==> src/rtl/uart_tx_if.sv <==
// uart_tx_if: byte handshake between a producer and the UART transmitter.
//   tx_data  [7:0] byte to send, sampled by the transmitter only on accept
//   tx_valid       producer has a byte
//   tx_ready       transmitter can take a byte this cycle
// Modports: master = byte producer, slave = transmitter.
interface uart_tx_if;
    logic [7:0] tx_data;
    logic       tx_valid;
    logic       tx_ready;

    modport master (output tx_data, output tx_valid, input tx_ready);
    modport slave  (input tx_data, input tx_valid, output tx_ready);
endinterface

==> src/rtl/uart_tx.sv <==
// uart_tx: 8-bit UART serial transmitter, LSB-first frame:
//   start bit, 8 data bits, optional parity bit, STOP_BITS stop bits.
//   The line idles high. Each bit lasts CLKS_PER_BIT clk cycles.
// Optional feature macro: UART_TX_PARITY_EN (inserts the parity bit; parity
//   sense from PARITY_ODD, 0 = even, 1 = odd). Undefined: 8N1 / 8N2 only.
// Ports:
//   clk      system clock, posedge
//   reset    asynchronous reset, active-high
//   bus      uart_tx_if.slave: tx_data / tx_valid in, tx_ready out
//   tx       serial line, registered
//   tx_busy  frame in progress (= !tx_ready)
//   tx_done  one-cycle pulse in the last clk of the final stop bit
module uart_tx #(
    parameter int CLKS_PER_BIT = 8,
    parameter int STOP_BITS    = 1,
    parameter int PARITY_ODD   = 0
) (
    input  logic      clk,
    input  logic      reset,
    uart_tx_if.slave  bus,
    output logic      tx,
    output logic      tx_busy,
    output logic      tx_done
);
    localparam int             CW      = (CLKS_PER_BIT > 1) ? $clog2(CLKS_PER_BIT) : 1;
    localparam logic [CW-1:0]  CNT_MAX = CW'(CLKS_PER_BIT - 1);

    typedef enum logic [2:0] {
        IDLE,
        START,
        DATA,
`ifdef UART_TX_PARITY_EN
        PARITY,
`endif
        STOP
    } state_t;

    state_t        state_q, state_d;
    logic [CW-1:0] cnt_q, cnt_d;       // bit-period counter, 0..CLKS_PER_BIT-1
    logic [2:0]    idx_q, idx_d;       // data bit index
    logic [7:0]    shreg_q, shreg_d;
    logic          stop_q, stop_d;     // which stop bit is on the line
    logic          tx_q, tx_d;
    logic          wrap;
    logic          last_stop;

`ifdef UART_TX_PARITY_EN
    localparam logic PAR_ODD_BIT = (PARITY_ODD != 0);
    logic par_q, par_d;
`else
    // Parity sense has no meaning without the parity bit.
    logic unused_parity_cfg;
    assign unused_parity_cfg = (PARITY_ODD != 0);
`endif

    assign wrap      = (cnt_q == CNT_MAX);
    assign last_stop = (STOP_BITS == 1) ? 1'b1 : stop_q;

    always_comb begin
        state_d = state_q;
        cnt_d   = cnt_q;
        idx_d   = idx_q;
        shreg_d = shreg_q;
        stop_d  = stop_q;
`ifdef UART_TX_PARITY_EN
        par_d   = par_q;
`endif
        // Bit timer free-runs whenever a frame is on the line.
        if (state_q != IDLE)
            cnt_d = wrap ? '0 : cnt_q + 1'b1;

        case (state_q)
            IDLE: begin
                if (bus.tx_valid) begin
                    state_d = START;
                    shreg_d = bus.tx_data;
                    cnt_d   = '0;
`ifdef UART_TX_PARITY_EN
                    par_d   = (^bus.tx_data) ^ PAR_ODD_BIT;
`endif
                end
            end
            START: begin
                if (wrap) begin
                    state_d = DATA;
                    idx_d   = '0;
                end
            end
            DATA: begin
                if (wrap) begin
                    shreg_d = {1'b0, shreg_q[7:1]};
                    idx_d   = idx_q + 3'd1;   // 7 -> 0 on exit
                    if (idx_q == 3'd7) begin
                        stop_d = 1'b0;
`ifdef UART_TX_PARITY_EN
                        state_d = PARITY;
`else
                        state_d = STOP;
`endif
                    end
                end
            end
`ifdef UART_TX_PARITY_EN
            PARITY: begin
                if (wrap)
                    state_d = STOP;
            end
`endif
            STOP: begin
                if (wrap) begin
                    if (last_stop)
                        state_d = IDLE;
                    else
                        stop_d = 1'b1;
                end
            end
            default: state_d = IDLE;
        endcase

        // The line register follows the state being entered, so the start
        // bit appears on the edge right after accept.
        tx_d = 1'b1;
        case (state_d)
            START:   tx_d = 1'b0;
            DATA:    tx_d = shreg_d[0];
`ifdef UART_TX_PARITY_EN
            PARITY:  tx_d = par_d;
`endif
            default: tx_d = 1'b1;
        endcase
    end

    always_ff @(posedge clk or posedge reset) begin
        if (reset) begin
            state_q <= IDLE;
            cnt_q   <= '0;
            idx_q   <= '0;
            shreg_q <= '0;
            stop_q  <= 1'b0;
            tx_q    <= 1'b1;
`ifdef UART_TX_PARITY_EN
            par_q   <= 1'b0;
`endif
        end else begin
            state_q <= state_d;
            cnt_q   <= cnt_d;
            idx_q   <= idx_d;
            shreg_q <= shreg_d;
            stop_q  <= stop_d;
            tx_q    <= tx_d;
`ifdef UART_TX_PARITY_EN
            par_q   <= par_d;
`endif
        end
    end

    assign bus.tx_ready = (state_q == IDLE);
    assign tx_busy      = (state_q != IDLE);
    assign tx_done      = (state_q == STOP) && wrap && last_stop;
    assign tx           = tx_q;

endmodule

==> src/flat_wrapper.sv <==
// flat-port wrapper written by rule: the top's interface ports become plain ports
module uart_tx_flat 
#(
    parameter int CLKS_PER_BIT = 8,
    parameter int STOP_BITS    = 1,
    parameter int PARITY_ODD   = 0
)
  (clk, reset, tx, tx_busy, tx_done, bus_tx_data, bus_tx_valid, bus_tx_ready);
  uart_tx_if bus_i ();
  input  logic clk;
  input  logic reset;
  output logic tx;
  output logic tx_busy;
  output logic tx_done;
  input wire logic [$bits(bus_i.tx_data)-1:0] bus_tx_data;
  input wire logic [$bits(bus_i.tx_valid)-1:0] bus_tx_valid;
  output wire logic [$bits(bus_i.tx_ready)-1:0] bus_tx_ready;
  assign bus_i.tx_data = bus_tx_data;
  assign bus_i.tx_valid = bus_tx_valid;
  assign bus_tx_ready = bus_i.tx_ready;
  uart_tx #(.CLKS_PER_BIT(CLKS_PER_BIT), .STOP_BITS(STOP_BITS), .PARITY_ODD(PARITY_ODD)) u_core (.clk(clk), .reset(reset), .bus(bus_i), .tx(tx), .tx_busy(tx_busy), .tx_done(tx_done));
endmodule
==> config.mk <==
export PLATFORM = sky130hd
export DESIGN_NAME = uart_tx_flat
export DESIGN_NICKNAME = d
export VERILOG_FILES = /design/src/rtl/uart_tx_if.sv /design/src/rtl/uart_tx.sv /design/src/flat_wrapper.sv
export SDC_FILE = /design/constraint.sdc
export NUM_CORES = 1
export LEC_CHECK = 0
export ABC_AREA = 1
export CAP_MARGIN = 20
export CORE_MARGIN = 2
export CORE_UTILIZATION = 48
export CTS_BUF_LIST = sky130_fd_sc_hd__clkbuf_8
export DETAILED_ROUTE_END_ITERATION = 8
export GPL_ROUTABILITY_DRIVEN = 0
export PLACE_DENSITY = 0.8
export SKIP_LAST_GASP = 1
export SLEW_MARGIN = 20
export SYNTH_ARGS = -nofsm -noshare
export SYNTH_HDL_FRONTEND = slang
export SYNTH_SLANG_ARGS = --single-unit
==> constraint.sdc <==
create_clock -name clk -period 2 [get_ports clk]
set_clock_uncertainty 0.05 [all_clocks]
set_input_delay 0.4 -clock clk [delete_from_list [all_inputs] [get_ports clk]]
set_output_delay 0.4 -clock clk [all_outputs]
set_load 0.02 [all_outputs]
==> impl_metrics.env <==
export IMPL_status="finished, final reports clean"
export IMPL_vias=834
export IMPL_cts_sinks=18
export IMPL_crit_start="u_core.cnt_q[0]$_DFF_PP0_"
export IMPL_io_buffers=14
export IMPL_htree_levels=1
export IMPL_drc=0
export IMPL_cp_max_fo=2
export IMPL_fmax_mhz=523
export IMPL_fp_row_count=16
export IMPL_endpoint="tx_done"
export IMPL_num_fill_cells=175
export IMPL_startpoint_type="flop"
export IMPL_ios=15
export IMPL_layout_min_cycle_time_ns=1.91
export IMPL_leakage_nw=0.637
export IMPL_grt_max_degree=19
export IMPL_wl_per_cell_um=11.6
export IMPL_power_density_nw_per_um2=888
export IMPL_synthesis_nets=138
export IMPL_cts_root_buf="clkbuf_8"
export IMPL_clk_path_buf_depth=2
export IMPL_ys_types=19
export IMPL_grt_util_all_layers_pct=18.9
export IMPL_grt_pass1_vias=836
export IMPL_finalHoldViolCount=0
export IMPL_rsz0062_at_grt="no"
export IMPL_antenna_cells=0
export IMPL_drive_above_1_share_pct=19.3
export IMPL_fin_crit_sh_pct=95.7
export IMPL_fp_dieH_um=49.3
export IMPL_avgViaCountPerCell=4.85
export IMPL_final_nets=162
export IMPL_drt_wl_total_um=1990
export IMPL_worstPathRequired_ns=1.55
export IMPL_hold_path_class="input port to async pin"
export IMPL_r2r_start="u_core.cnt_q[0]$_DFF_PP0_"
export IMPL_fp_dieW_um=49.3
export IMPL_grt_overflow_total=0
export IMPL_grt_pass1_wl_um=3560
export IMPL_ys_ff_latch=18
export IMPL_syn_area_um2=985
export IMPL_worstReg2RegEnd="u_core.shreg_q[6]$_DFFE_PP0P_"
export IMPL_antenna_found_initial=0
export IMPL_cap_viol_max_count=0
export IMPL_clk_latency_ns=0.25
export IMPL_cp_data_arrival_time_ns=1.46
export IMPL_syn_instance_count=122
export IMPL_cts_setup_buffers=0
export IMPL_synth_seq_area_share_pct=45.9
export IMPL_ff2ff_path_depth=7
export IMPL_numCtsBuffers=3
export IMPL_cts_tree="built"
export IMPL_hpwl_um=1480
export IMPL_path_class="flop to output pin"
export IMPL_drt_iter0_markers=19
export IMPL_yosysWarnings=0
export IMPL_ant_nets=0
export IMPL_syn_to_final_growth_pct=26.3
export IMPL_cts_clk_slew_worst_paths_ns=0.07
export IMPL_synth_avg_cell_area_um2=8.07
export IMPL_start_util_pct=50.7
export IMPL_dieArea_um2=2430
export IMPL_power_mw=1.10
export IMPL_coreArea_um2=1940
export IMPL_reg2reg_setup_slack_ns=0.39
export IMPL_end_kind="output pin"
export IMPL_finalSetupTns_ns=0
export IMPL_final_setup_viol_count=0
export IMPL_drv_slew=0
export IMPL_ir_worst_vdd_mv=0.615
export IMPL_drt_pass1_iter_count=4
layout by cell type (no fill, tap or decap), types with 5 or more instances in the layout:
master,count
nand2_2,5
inv_1,8
inv_2,5
nand2_1,45
nand3_1,15
clkdlybuf4s50_1,11
buf_4,5
dfrtp_1,17
ha_1,5
nor2_1,5
flip-flops by register name, indices dropped and copies added, names as in the netlist:
| signal | cells |
|---|---|
| u_core.idx_q | 3 |
| u_core.state_q | 3 |
| u_core.cnt_q | 3 |
| u_core.tx | 1 |
| u_core.shreg_q | 8 |
critical path, cell delays in order, from the launching register on:
cell	delay (ns)
dfrtp_1	0.36
ha_1	0.18
ha_1	0.18
inv_1	0.06
nor4_1	0.21
buf_2	0.23
synth_stat cells:
library cell / instances / area share, %
conb_1: 1 / 0.38
dfrtp_1: 17 / 43
dfstp_2: 1 / 2.7
ha_1: 5 / 6.4
inv_1: 8 / 3.0
inv_2: 5 / 1.9
nand2_1: 45 / 17
nand2_2: 5 / 3.2
nand3_1: 15 / 7.6
nand3_2: 1 / 1.0
nand4_1: 1 / 0.64
nor2_1: 5 / 1.9
nor2_2: 1 / 0.64
nor2_4: 4 / 4.6
nor4_1: 1 / 0.64
o21a_1: 1 / 0.76
o21ai_0: 4 / 2.0
o21ai_4: 1 / 1.7
o22ai_1: 1 / 0.64
per-stage QoR:
step                hold slack [ns]  instance area, um^2  util, %  setup WS, ns  cells
global placement              0.406                 1200     61.6        0.0387    168
detailed placement            0.421                 1200     61.6       -0.0309    168
global route                  0.469                 1240     64.0       0.00709    172
floorplan                     0.288                  985        -        0.0861    122
finish                        0.412                 1240     64.0        0.0870    172
CTS                           0.420                 1250     64.2       -0.0594    172
report_power, final:
| part | total, mW | internal [mW] | leakage (nW) | switching, mW |
|---|---|---|---|---|
| clock network | 0.293 | 0.175 | 0.0288 | 0.118 |
| registers | 0.505 | 0.448 | 0.227 | 0.0565 |
| logic | 0.307 | 0.140 | 0.381 | 0.167 |
| total | 1.10 | 0.763 | 0.637 | 0.342 |
worst min path at each step:
stage	start	to	slack, ns	depth (start not counted)
4_1_cts	reset	u_core.shreg_q[2]$_DFFE_PP0P_	0.42	3
2_1_floorplan	reset	u_core.cnt_q[0]$_DFF_PP0_	0.29	1
3_3_place_gp	u_core.shreg_q[7]$_DFFE_PP0P_	u_core.shreg_q[7]$_DFFE_PP0P_	0.41	2
5_1_grt	reset	u_core.state_q[2]$_DFF_PP0_	0.47	3
3_5_place_dp	u_core.shreg_q[3]$_DFFE_PP0P_	u_core.shreg_q[3]$_DFFE_PP0P_	0.42	2
6_report	reset	u_core.shreg_q[2]$_DFFE_PP0P_	0.41	3
timing repair:
| action | in CTS | in global routing |
|---|---|---|
| endpoints found under the setup margin | 3 | 1 |
| pin swaps | 0 | 0 |
| gates resized for setup | 3 | 4 |
| hold buffers | 0 | 0 |
cells by family (layout without fill, tap and decap cells):
family | after synthesis | in the layout | share of synthesized area (%)
AO/OA/AOI/OAI | 7 | 7 | 5.08
AND/OR/NAND/NOR | 78 | 78 | 37.4
adder cells (fa/ha/maj) | 5 | 5 | 6.35
other | 1 | 1 | 0.381
buffers and inverters | 13 | 36 | 4.96
flip-flops | 18 | 18 | 45.9
area by class of cell:
cell class	instances	area [um^2]	area share (%)
Timing Repair Buffer	19	170	13.7
Inverter	13	48.8	3.92
Multi-Input combinational cell	91	484	38.9
Sequential cell	18	452	36.3
Clock buffer	4	55.1	4.43
Tap cell	27	33.8	2.72
routing by layer:
layer | vias up | wire length, um | global-route usage (%)
met1 | 378 | 939 | 24.5
li1 | 433 | - | -
met3 | 2 | 76 | 3.07
met5 | - | 0 | 0
met4 | 0 | 13 | 5.71
met2 | 21 | 960 | 32.2
Note: power is estimated with default switching activity, not from simulation.
